--- src/rtl/eth_rx_payload_extract.sv ---
// MII RX payload extractor: preamble/SFD detect, header skip, nibble-to-byte assembly, FCS strip.
// Optional CRC-32 frame check when CRC_CHECK_EN is defined.
//
// state      | meaning
// -----------+------------------------------------------------------------
// S_IDLE     | waiting for first preamble nibble
// S_PREAMBLE | receiving 0x5 nibbles, waiting for SFD (0xD)
// S_HEADER   | skipping HDR_BYTES header bytes
// S_PAYLOAD  | assembling bytes through the 4-byte FCS delay line
// S_DROP     | malformed preamble, ignore until RX_DV falls
module eth_rx_payload_extract #(
  parameter int HDR_BYTES = 42,
  parameter int LEN_W     = 11
) (
  input  logic             eth_clk,
  input  logic             rst,
  input  logic [3:0]       nibble,
  input  logic             nibble_valid,
  output logic [7:0]       data,
  output logic             data_valid,
  output logic             data_first,
  output logic             frame_done,
  output logic             frame_err,
  output logic [LEN_W-1:0] payload_len
);

  localparam int              HC_W     = $clog2(HDR_BYTES + 1);
  localparam logic [HC_W-1:0] HDR_LAST = HC_W'(HDR_BYTES - 1);
  localparam logic [LEN_W-1:0] LEN_MAX = '1;

  typedef enum logic [2:0] {
    S_IDLE,
    S_PREAMBLE,
    S_HEADER,
    S_PAYLOAD,
    S_DROP
  } state_t;

  state_t            state, state_next;
  logic              phase;
  logic [3:0]        low_nib;
  logic [HC_W-1:0]   hdr_cnt;
  logic [7:0]        dl [4];
  logic [2:0]        dl_cnt;
  logic [LEN_W-1:0]  len_cnt;
  logic              first_pend;

  logic              sfd;
  logic              byte_done;
  logic              eof;
  logic              in_frame;
  logic              push;
  logic              emit;
  logic              len_err;
  logic              crc_bad;
  logic [7:0]        cur_byte;

  assign in_frame = (state == S_HEADER) || (state == S_PAYLOAD);
  assign cur_byte = {nibble, low_nib};
  assign push     = byte_done && (state == S_PAYLOAD);
  assign emit     = push && (dl_cnt == 3'd4);
  assign len_err  = phase || (state == S_HEADER) || (dl_cnt != 3'd4);

  always_comb begin
    state_next = state;
    sfd        = 1'b0;
    byte_done  = 1'b0;
    eof        = 1'b0;
    case (state)
      S_IDLE: begin
        if (nibble_valid)
          state_next = (nibble == 4'h5) ? S_PREAMBLE : S_DROP;
      end
      S_PREAMBLE: begin
        if (!nibble_valid) begin
          state_next = S_IDLE;
        end else if (nibble == 4'hD) begin
          state_next = S_HEADER;
          sfd        = 1'b1;
        end else if (nibble != 4'h5) begin
          state_next = S_DROP;
        end
      end
      S_HEADER: begin
        if (!nibble_valid) begin
          eof        = 1'b1;
          state_next = S_IDLE;
        end else if (phase) begin
          byte_done = 1'b1;
          if (hdr_cnt == '0)
            state_next = S_PAYLOAD;
        end
      end
      S_PAYLOAD: begin
        if (!nibble_valid) begin
          eof        = 1'b1;
          state_next = S_IDLE;
        end else if (phase) begin
          byte_done = 1'b1;
        end
      end
      S_DROP: begin
        if (!nibble_valid)
          state_next = S_IDLE;
      end
      default: state_next = S_IDLE;
    endcase
  end

`ifdef CRC_CHECK_EN
  localparam logic [31:0] CRC_POLY    = 32'hEDB8_8320;
  localparam logic [31:0] CRC_RESIDUE = 32'hDEBB_20E3;

  logic [31:0] crc, crc_upd;

  // Reflected CRC, one nibble per cycle, LSB first; no final inversion so the
  // register lands on the fixed residue when the FCS is included.
  always_comb begin
    crc_upd = crc;
    for (int i = 0; i < 4; i++) begin
      if (crc_upd[0] ^ nibble[i])
        crc_upd = (crc_upd >> 1) ^ CRC_POLY;
      else
        crc_upd = crc_upd >> 1;
    end
  end

  always_ff @(posedge eth_clk) begin
    if (rst)
      crc <= '1;
    else if (sfd)
      crc <= '1;
    else if (in_frame && nibble_valid)
      crc <= crc_upd;
  end

  assign crc_bad = (crc != CRC_RESIDUE);
`else
  assign crc_bad = 1'b0;
`endif

  always_ff @(posedge eth_clk) begin
    if (rst) begin
      state       <= S_IDLE;
      phase       <= 1'b0;
      low_nib     <= '0;
      hdr_cnt     <= '0;
      dl_cnt      <= '0;
      len_cnt     <= '0;
      first_pend  <= 1'b0;
      for (int i = 0; i < 4; i++) dl[i] <= '0;
      data        <= '0;
      data_valid  <= 1'b0;
      data_first  <= 1'b0;
      frame_done  <= 1'b0;
      frame_err   <= 1'b0;
      payload_len <= '0;
    end else begin
      state      <= state_next;
      data_valid <= 1'b0;
      data_first <= 1'b0;
      frame_done <= 1'b0;

      if (sfd) begin
        phase      <= 1'b0;
        hdr_cnt    <= HDR_LAST;
        dl_cnt     <= '0;
        len_cnt    <= '0;
        first_pend <= 1'b1;
      end

      if (in_frame && nibble_valid) begin
        phase <= ~phase;
        if (!phase)
          low_nib <= nibble;
      end

      if (byte_done && (state == S_HEADER) && (hdr_cnt != '0))
        hdr_cnt <= hdr_cnt - 1'b1;

      // Oldest entry lives in dl[3]; it leaves only when a newer byte proves it is not FCS.
      if (push) begin
        dl[3] <= dl[2];
        dl[2] <= dl[1];
        dl[1] <= dl[0];
        dl[0] <= cur_byte;
        if (dl_cnt != 3'd4)
          dl_cnt <= dl_cnt + 3'd1;
      end

      if (emit) begin
        data       <= dl[3];
        data_valid <= 1'b1;
        data_first <= first_pend;
        first_pend <= 1'b0;
        if (len_cnt != LEN_MAX)
          len_cnt <= len_cnt + LEN_W'(1);
      end

      if (eof) begin
        frame_done  <= 1'b1;
        frame_err   <= len_err || crc_bad;
        payload_len <= len_err ? '0 : len_cnt;
        dl_cnt      <= '0;
        phase       <= 1'b0;
        first_pend  <= 1'b0;
      end
    end
  end

endmodule
--- config.mk ---
export PLATFORM = sky130hd
export DESIGN_NAME = eth_rx_payload_extract
export DESIGN_NICKNAME = d
export VERILOG_FILES = /design/src/rtl/eth_rx_payload_extract.sv
export SDC_FILE = /design/constraint.sdc
export NUM_CORES = 1
export LEC_CHECK = 0
export CAP_MARGIN = 40
export CORE_UTILIZATION = 50
export CTS_CLUSTER_SIZE = 20
export DETAILED_ROUTE_END_ITERATION = 7
export HOLD_SLACK_MARGIN = 0.15
export PLACE_DENSITY = 0.7
export SLEW_MARGIN = 20
export SYNTH_ARGS = -nofsm -noshare
export SYNTH_HDL_FRONTEND = slang
export SYNTH_SLANG_ARGS = --single-unit
--- constraint.sdc ---
create_clock -name eth_clk -period 3.28 [get_ports eth_clk]
set_clock_uncertainty 0.2 [all_clocks]
set_input_delay 0.492 -clock eth_clk [delete_from_list [all_inputs] [get_ports eth_clk]]
set_output_delay 0.492 -clock eth_clk [all_outputs]
set_load 0.03 [all_outputs]
==> impl_metrics.tcl, run 1 <==
set metrics [dict create \
    cts_post_setup_buffers_inserted 0 \
    final_cell_count_no_fill 464 \
    peakVddDrop_mv 0.245 \
    timing.critical_path.depth 5 \
    post_synth_and_or_nand_nor_area_fraction_pct 20.1 \
    cp_capture_type "register" \
    synthXorXnorAreaFrac_pct 0.737 \
    reg2reg_depth 4 \
    placement.cell_area_sq_um 3930 \
    crit_path_max_incr_delay_ns 0.66 \
    clk_transition_reported_paths_ns 0.08 \
    floorplan.initialDensity_pct 52.2 \
    placeableCoreArea_sq_um 6830 \
    cp_cell_sequence "clkdlybuf4s50_1, nand3b_4, or2_2, nand2_1, buf_4" \
    die_w_microns 86.4 \
    cts-hold-fix-buffers 0 \
    cts.htree.levels 3 \
    synth_seq_area_share_pct 56.2 \
    fin_tns_setup_ns 0 \
    final_report_max_slew_violation_count 0 \
    cell_type_of_the_slowest_stage_on_the_worst_timing_path "sky130_fd_sc_hd__clkdlybuf4s50_1" \
    post_layout_minimum_cycle_time_ns 2.43 \
    yosysWarningCount 0 \
    worstSetupStartpointType "input pin" \
    avgRoutedWirePerCell_microns 14.0 \
    maxClockFrequency_mhz 412 \
    gp_congestion 0.821 \
    slew_headroom_pct 53.2 \
    cp_data_arrival_time_ns 2.24 \
    syn-num-nets 348 \
    detailedRoute.firstPassIterationCount 4 \
    clock_buffer_depth 2 \
    synthAdderAreaFrac_pct 1.76 \
    cts_resized 0 \
    crit_path_start "nibble_valid" \
    hold_slack_final_ns 0.255 \
    dr_total_vias 2595 \
    half_perimeter_wire_length_after_detailed_placement_microns 4370 \
    antenna-diode-count 0 \
    synth_flop_cell "sky130_fd_sc_hd__dfxtp_1" \
    final_layout_size_suffix_gt1_share_pct 10.6 \
    totalPowerFinal_mw 1.94 \
    largest_family_of_logic_cells_by_synthesized_area "simple AND/OR/NAND/NOR gates" \
    status "completed" \
    power-per-cell-area_nw_per_um2 469 \
    dr.first_iter.drc_count 191 \
    grt_start_max_net_pins 37 \
    placementRows 30 \
    postRouteWirelength_microns 6490 \
    first_global_vias 2426 \
    source_to_sink_clock_delay_at_the_later_pin_of_the_worst_skew_pair_ns 0.35 \
    crit_fanout 32 \
    min_path_type "register to register" \
    synthesized_cell_area_sq_um 3560 \
    tritoncts_clock_tree "yes" \
    fp.dieArea_sq_um 7470 \
    synthToLayoutAreaGrowth_pct 16.4 \
    setup_slack_ns 0.852 \
    track_usage_pct 19.5 \
    io-pin-count 30 \
    detailedPlace.worstSlack_ns 0.479 \
    ys_async_sr_fraction_pct 0 \
    postSynthRegisterBits 84 \
    synth_compound_area_share_pct 16.1 \
    setup_repair_after_global_routing_missed_its_margin "no" \
    placed_cells 447 \
    min_from "data[5]" \
    setup_viol 0 \
    critical-path-top-delay-family "buffers and inverters" \
    synthCells 336 \
    postLayoutCoreUtil_pct 60.7 \
    drtAntennaViolNets 0 \
    timing.critical_path.buf_inv 2 \
    grt_first_pass_wirelength_microns 11300 \
    final_area_sq_um 4150 \
    synth.area.mux_share_pct 1.72 \
    finalCritPeriodShare_pct 74.0 \
    hold_viol_final 0 \
    timing.setup.critical_path_class "input pin to register" \
    syn_avg_cell_area_sq_um 10.6 \
    holdPathStages 2 \
    port_buffers 29 \
    root_buffer "sky130_fd_sc_hd__clkbuf_8" \
    drc_errors 0 \
    floorplan.die.height_microns 86.4 \
    fillCellCount 603 \
    p_leak_nw 1.59 \
    synth_enable_flop_cells 32 \
    initial_antenna_violation_count 0 \
    synthDistinctLibCells 55 \
    cts_buf_count 9 \
    regToRegStartpoint "state[0]" \
    drt-vias-per-instance 5.59 \
    grt_remaining_overflow 0 \
    design.final.nets 375 \
    required_worst_endpoint_ns 3.09 \
    cts_num_sinks 84 \
    timing.max_cap.violations 0 \
    worst-slew-pin-transition_ns 0.696 \
]
==> worst paths after layout <==
kind / to / slack, ns
max: dl[3][5] / 0.85
min reg2reg: data[5] / 0.26
min: data[5] / 0.26
max reg2reg: dl[3][5] / 1.11
==> routing by layer <==
layer  track usage (%)  wire length, microns  vias to the layer above
met5                 0                     0                        -
met3              4.95                   302                        8
met2              29.8                  3010                       50
met1              26.8                  3090                     1227
met4              7.27                    94                        0
li1                  -                     -                     1310
==> kinds of logic (layout without fill, tap and decap cells) <==
group,count (synthesis),after routing
fa+ha+maj,5,5
compound gates,84,84
simple gates,124,124
xor+xnor,3,3
buf+inv,30,62
mux,6,6
flops,84,84
==> sequential cells by signal, indices dropped and copies added, names as in the netlist, 3 cells and up <==
signal and cells:
low_nib 4, data 8, state 3, hdr_cnt 6, dl 32, payload_len 11, len_cnt 11, dl_cnt 3
==> final cells by class <==
cell class	count	area (sq um)	share of cell area (%)
sequential	84	2000	48.3
multi-input combinational	222	1440	34.8
timing repair buffer	35	335	8.08
clock buffer	9	124	2.99
tap	96	120	2.90
clock inverter	7	83.8	2.02
inverter	11	41.3	0.995
==> cell usage after synthesis, types with 2 or more instances <==
cell type / instances / area (sq um)
sky130_fd_sc_hd__edfxtp_1: 32 / 961
sky130_fd_sc_hd__and3_1: 35 / 219
sky130_fd_sc_hd__a211oi_1: 2 / 15.0
sky130_fd_sc_hd__a41o_1: 2 / 20.0
sky130_fd_sc_hd__and2_1: 2 / 12.5
sky130_fd_sc_hd__buf_2: 7 / 35.0
sky130_fd_sc_hd__nand3_1: 11 / 55.1
sky130_fd_sc_hd__mux2i_1: 5 / 50.1
sky130_fd_sc_hd__nor2b_1: 3 / 18.8
sky130_fd_sc_hd__nand2_1: 35 / 131
sky130_fd_sc_hd__a22o_1: 12 / 105
sky130_fd_sc_hd__or3_4: 2 / 22.5
sky130_fd_sc_hd__clkbuf_1: 12 / 45.0
sky130_fd_sc_hd__a21oi_1: 31 / 155
sky130_fd_sc_hd__nor2_1: 11 / 41.3
sky130_fd_sc_hd__xor2_1: 2 / 17.5
sky130_fd_sc_hd__a211o_1: 2 / 17.5
sky130_fd_sc_hd__nand2b_1: 4 / 25.0
sky130_fd_sc_hd__or2_2: 2 / 12.5
sky130_fd_sc_hd__a2111oi_2: 2 / 30.0
sky130_fd_sc_hd__ha_1: 5 / 62.6
sky130_fd_sc_hd__o211ai_1: 2 / 15.0
sky130_fd_sc_hd__o21ai_0: 15 / 75.1
sky130_fd_sc_hd__a31oi_1: 3 / 18.8
sky130_fd_sc_hd__nor3_1: 5 / 25.0
sky130_fd_sc_hd__dfxtp_1: 52 / 1040
sky130_fd_sc_hd__inv_1: 11 / 41.3
sky130_fd_sc_hd__nand4_1: 2 / 12.5
==> cells in the final DEF (no fill, tap or decap), types with 12 or more instances in the layout <==
cell / instances
sky130_fd_sc_hd__clkdlybuf4s50_1: 29
sky130_fd_sc_hd__o21ai_0: 15
sky130_fd_sc_hd__a22o_1: 12
sky130_fd_sc_hd__nand2_1: 35
sky130_fd_sc_hd__dfxtp_1: 52
sky130_fd_sc_hd__edfxtp_1: 32
sky130_fd_sc_hd__a21oi_1: 31
sky130_fd_sc_hd__and3_1: 35
==> worst reg2reg max path: stages, from the launching register on <==
cell and delay (ns):
sky130_fd_sc_hd__dfxtp_1 0.56, sky130_fd_sc_hd__nand2_1 0.26, sky130_fd_sc_hd__or2_2 0.36, sky130_fd_sc_hd__nand2_1 0.07, sky130_fd_sc_hd__buf_4 0.37
==> where the power goes <==
group / internal [mW] / total [mW] / leakage (nW) / switching [mW]
clock network: 0.365 / 0.753 / 0.102 / 0.389
registers: 1.10 / 1.11 / 0.749 / 0.0133
logic: 0.0368 / 0.0801 / 0.736 / 0.0432
total: 1.50 / 1.94 / 1.59 / 0.445
Note: power is estimated with default switching activity, not from simulation.
==> run 2, diff against run 1 <==
Settings changed: PLACE_DENSITY 0.7 to 0.73.
Clock period 3.28 ns to 2 ns, I/O delays scaled along.
==> run 2 against run 1 <==
Flip-flop and latch count unchanged. Largest power group unchanged. Routed wire length is 8.2% higher. Clock-buffer cell count unchanged. Total power grew 66%. Non-clock buffer count up 41. Die area unchanged.
==> impl_metrics.tcl, run 2 (synthesis gave the netlist of run 1 again) <==
set metrics [dict create \
    floorplan.die.height_microns 86.4 \
    status "completed" \
    largest_register_ff_count 32 \
    setup_slack_ns 0.0725 \
    final_layout_size_suffix_gt1_share_pct 20.8 \
    placeableCoreArea_sq_um 6830 \
    clk_transition_reported_paths_ns 0.09 \
    avgRoutedWirePerCell_microns 13.9 \
    cts_buf_count 9 \
    drt-vias-per-instance 5.40 \
    layout.cells.most_common "sky130_fd_sc_hd__dfxtp_1" \
    dr_total_vias 2728 \
    grt_remaining_overflow 0 \
    peakVddDrop_mv 0.351 \
    postLayoutCoreUtil_pct 66.0 \
    cp_capture_type "register" \
    grt_first_pass_wirelength_microns 12100 \
    most-common-layout-cells "sky130_fd_sc_hd__dfxtp_1 (50), sky130_fd_sc_hd__buf_4 (44), sky130_fd_sc_hd__and3_1 (35), sky130_fd_sc_hd__nand2_1 (34), sky130_fd_sc_hd__edfxtp_1 (32)" \
    port_buffers 29 \
    setup_repair_after_global_routing_missed_its_margin "no" \
    root_buffer "sky130_fd_sc_hd__clkbuf_8" \
    post_layout_minimum_cycle_time_ns 1.93 \
    fin_tns_setup_ns 0 \
    gp_congestion 0.876 \
    antenna-diode-count 0 \
    most_flops_register "dl" \
    source_to_sink_clock_delay_at_the_later_pin_of_the_worst_skew_pair_ns 0.36 \
    initial_antenna_violation_count 0 \
    slew_headroom_pct 64.5 \
    cts_num_sinks 84 \
    required_worst_endpoint_ns 2.03 \
    holdPathStages 2 \
    fillCellCount 550 \
    clock_buffer_depth 2 \
    cts_post_setup_buffers_inserted 0 \
    crit_fanout 7 \
    die_w_microns 86.4 \
    worstSetupStartpointType "register" \
    power-per-cell-area_nw_per_um2 716 \
    cts-hold-fix-buffers 0 \
    hold_viol_final 0 \
    timing.setup.critical_path_class "register to register" \
    drc_errors 0 \
    io-pin-count 30 \
    tritoncts_clock_tree "yes" \
    first_global_vias 2589 \
    design.final.nets 416 \
    reg2reg_depth 6 \
    dr.first_iter.drc_count 126 \
    drtAntennaViolNets 0 \
    half_perimeter_wire_length_after_detailed_placement_microns 4840 \
    cts_resized 0 \
    placementRows 30 \
    final_cell_count_no_fill 505 \
    postRouteWirelength_microns 7020 \
    timing.max_cap.violations 0 \
    maxClockFrequency_mhz 519 \
    fp.dieArea_sq_um 7470 \
    detailedPlace.worstSlack_ns -0.241 \
    detailedRoute.firstPassIterationCount 4 \
    floorplan.initialDensity_pct 52.2 \
    largestRegisters "dl (32), len_cnt (11), payload_len (11)" \
    grt_start_max_net_pins 33 \
    cts.htree.levels 3 \
    track_usage_pct 21.0 \
    final_report_max_slew_violation_count 0 \
    min_path_type "register to register" \
    worst-slew-pin-transition_ns 0.532 \
    placed_cells 489 \
    p_leak_nw 1.81 \
    cp_data_arrival_time_ns 1.96 \
    setup_viol 0 \
    finalCritPeriodShare_pct 96.4 \
    synthToLayoutAreaGrowth_pct 26.5 \
]
==> run 2: area by class of cell <==
class	count	area [sq um]	share of cell area [%]
Clock buffer	9	124	2.75
Tap cell	96	120	2.66
Inverter	11	41.3	0.915
Multi-Input combinational cell	222	1460	32.3
Clock inverter	7	85.1	1.89
Timing Repair Buffer	76	681	15.1
Sequential cell	84	2000	44.4
==> run 2: power breakdown <==
group	internal, mW	total (mW)	switching [mW]
combinational	0.0819	0.159	0.0775
clock	0.596	1.25	0.652
sequential	1.80	1.82	0.0209
total	2.48	3.23	0.750
==> run 2: path summary, 6_finish.rpt <==
path,slack (ns),to,startpoint
min reg2reg,0.26,data[0],data[0]
min,0.26,data[0],data[0]
max,0.07,len_cnt[8],dl_cnt[0]
max reg2reg,0.07,len_cnt[8],dl_cnt[0]
==> run 2: critical path, cell delays in order (launching register included) <==
cell and delay (ns):
sky130_fd_sc_hd__dfxtp_1 0.32, sky130_fd_sc_hd__inv_1 0.09, sky130_fd_sc_hd__ha_1 0.19, sky130_fd_sc_hd__nand2_1 0.18, sky130_fd_sc_hd__or3_4 0.43, sky130_fd_sc_hd__o21ai_0 0.26
sky130_fd_sc_hd__a311oi_1 0.14
==> run 2: metrics by stage <==
stage	instance area, sq um	power (mW)	hold WS [ns]
floorplan	3570	1.95	0.231
global placement	4290	2.02	0.243
detailed placement	4290	2.02	0.246
CTS	4500	3.25	0.258
global route	4510	3.35	0.284
finish	4510	3.23	0.257
==> run 2: per-layer routing <==
layer / vias up / wire (microns) / GRT usage (%) / share of wire, %
li1: 1375 / - / - / -
met1: 1289 / 3320 / 27.7 / 47
met2: 51 / 3340 / 33.5 / 48
met3: 13 / 228 / 4.57 / 3.2
met4: 0 / 142 / 8.94 / 2.0
met5: - / 0 / 0 / 0
==> run 3, diff against run 2 <==
Settings changed: CTS_BUF_LIST from default to sky130_fd_sc_hd__clkbuf_8.
==> results of run 3 <==
Final layout, timing and power as in run 2 (identical DEF).
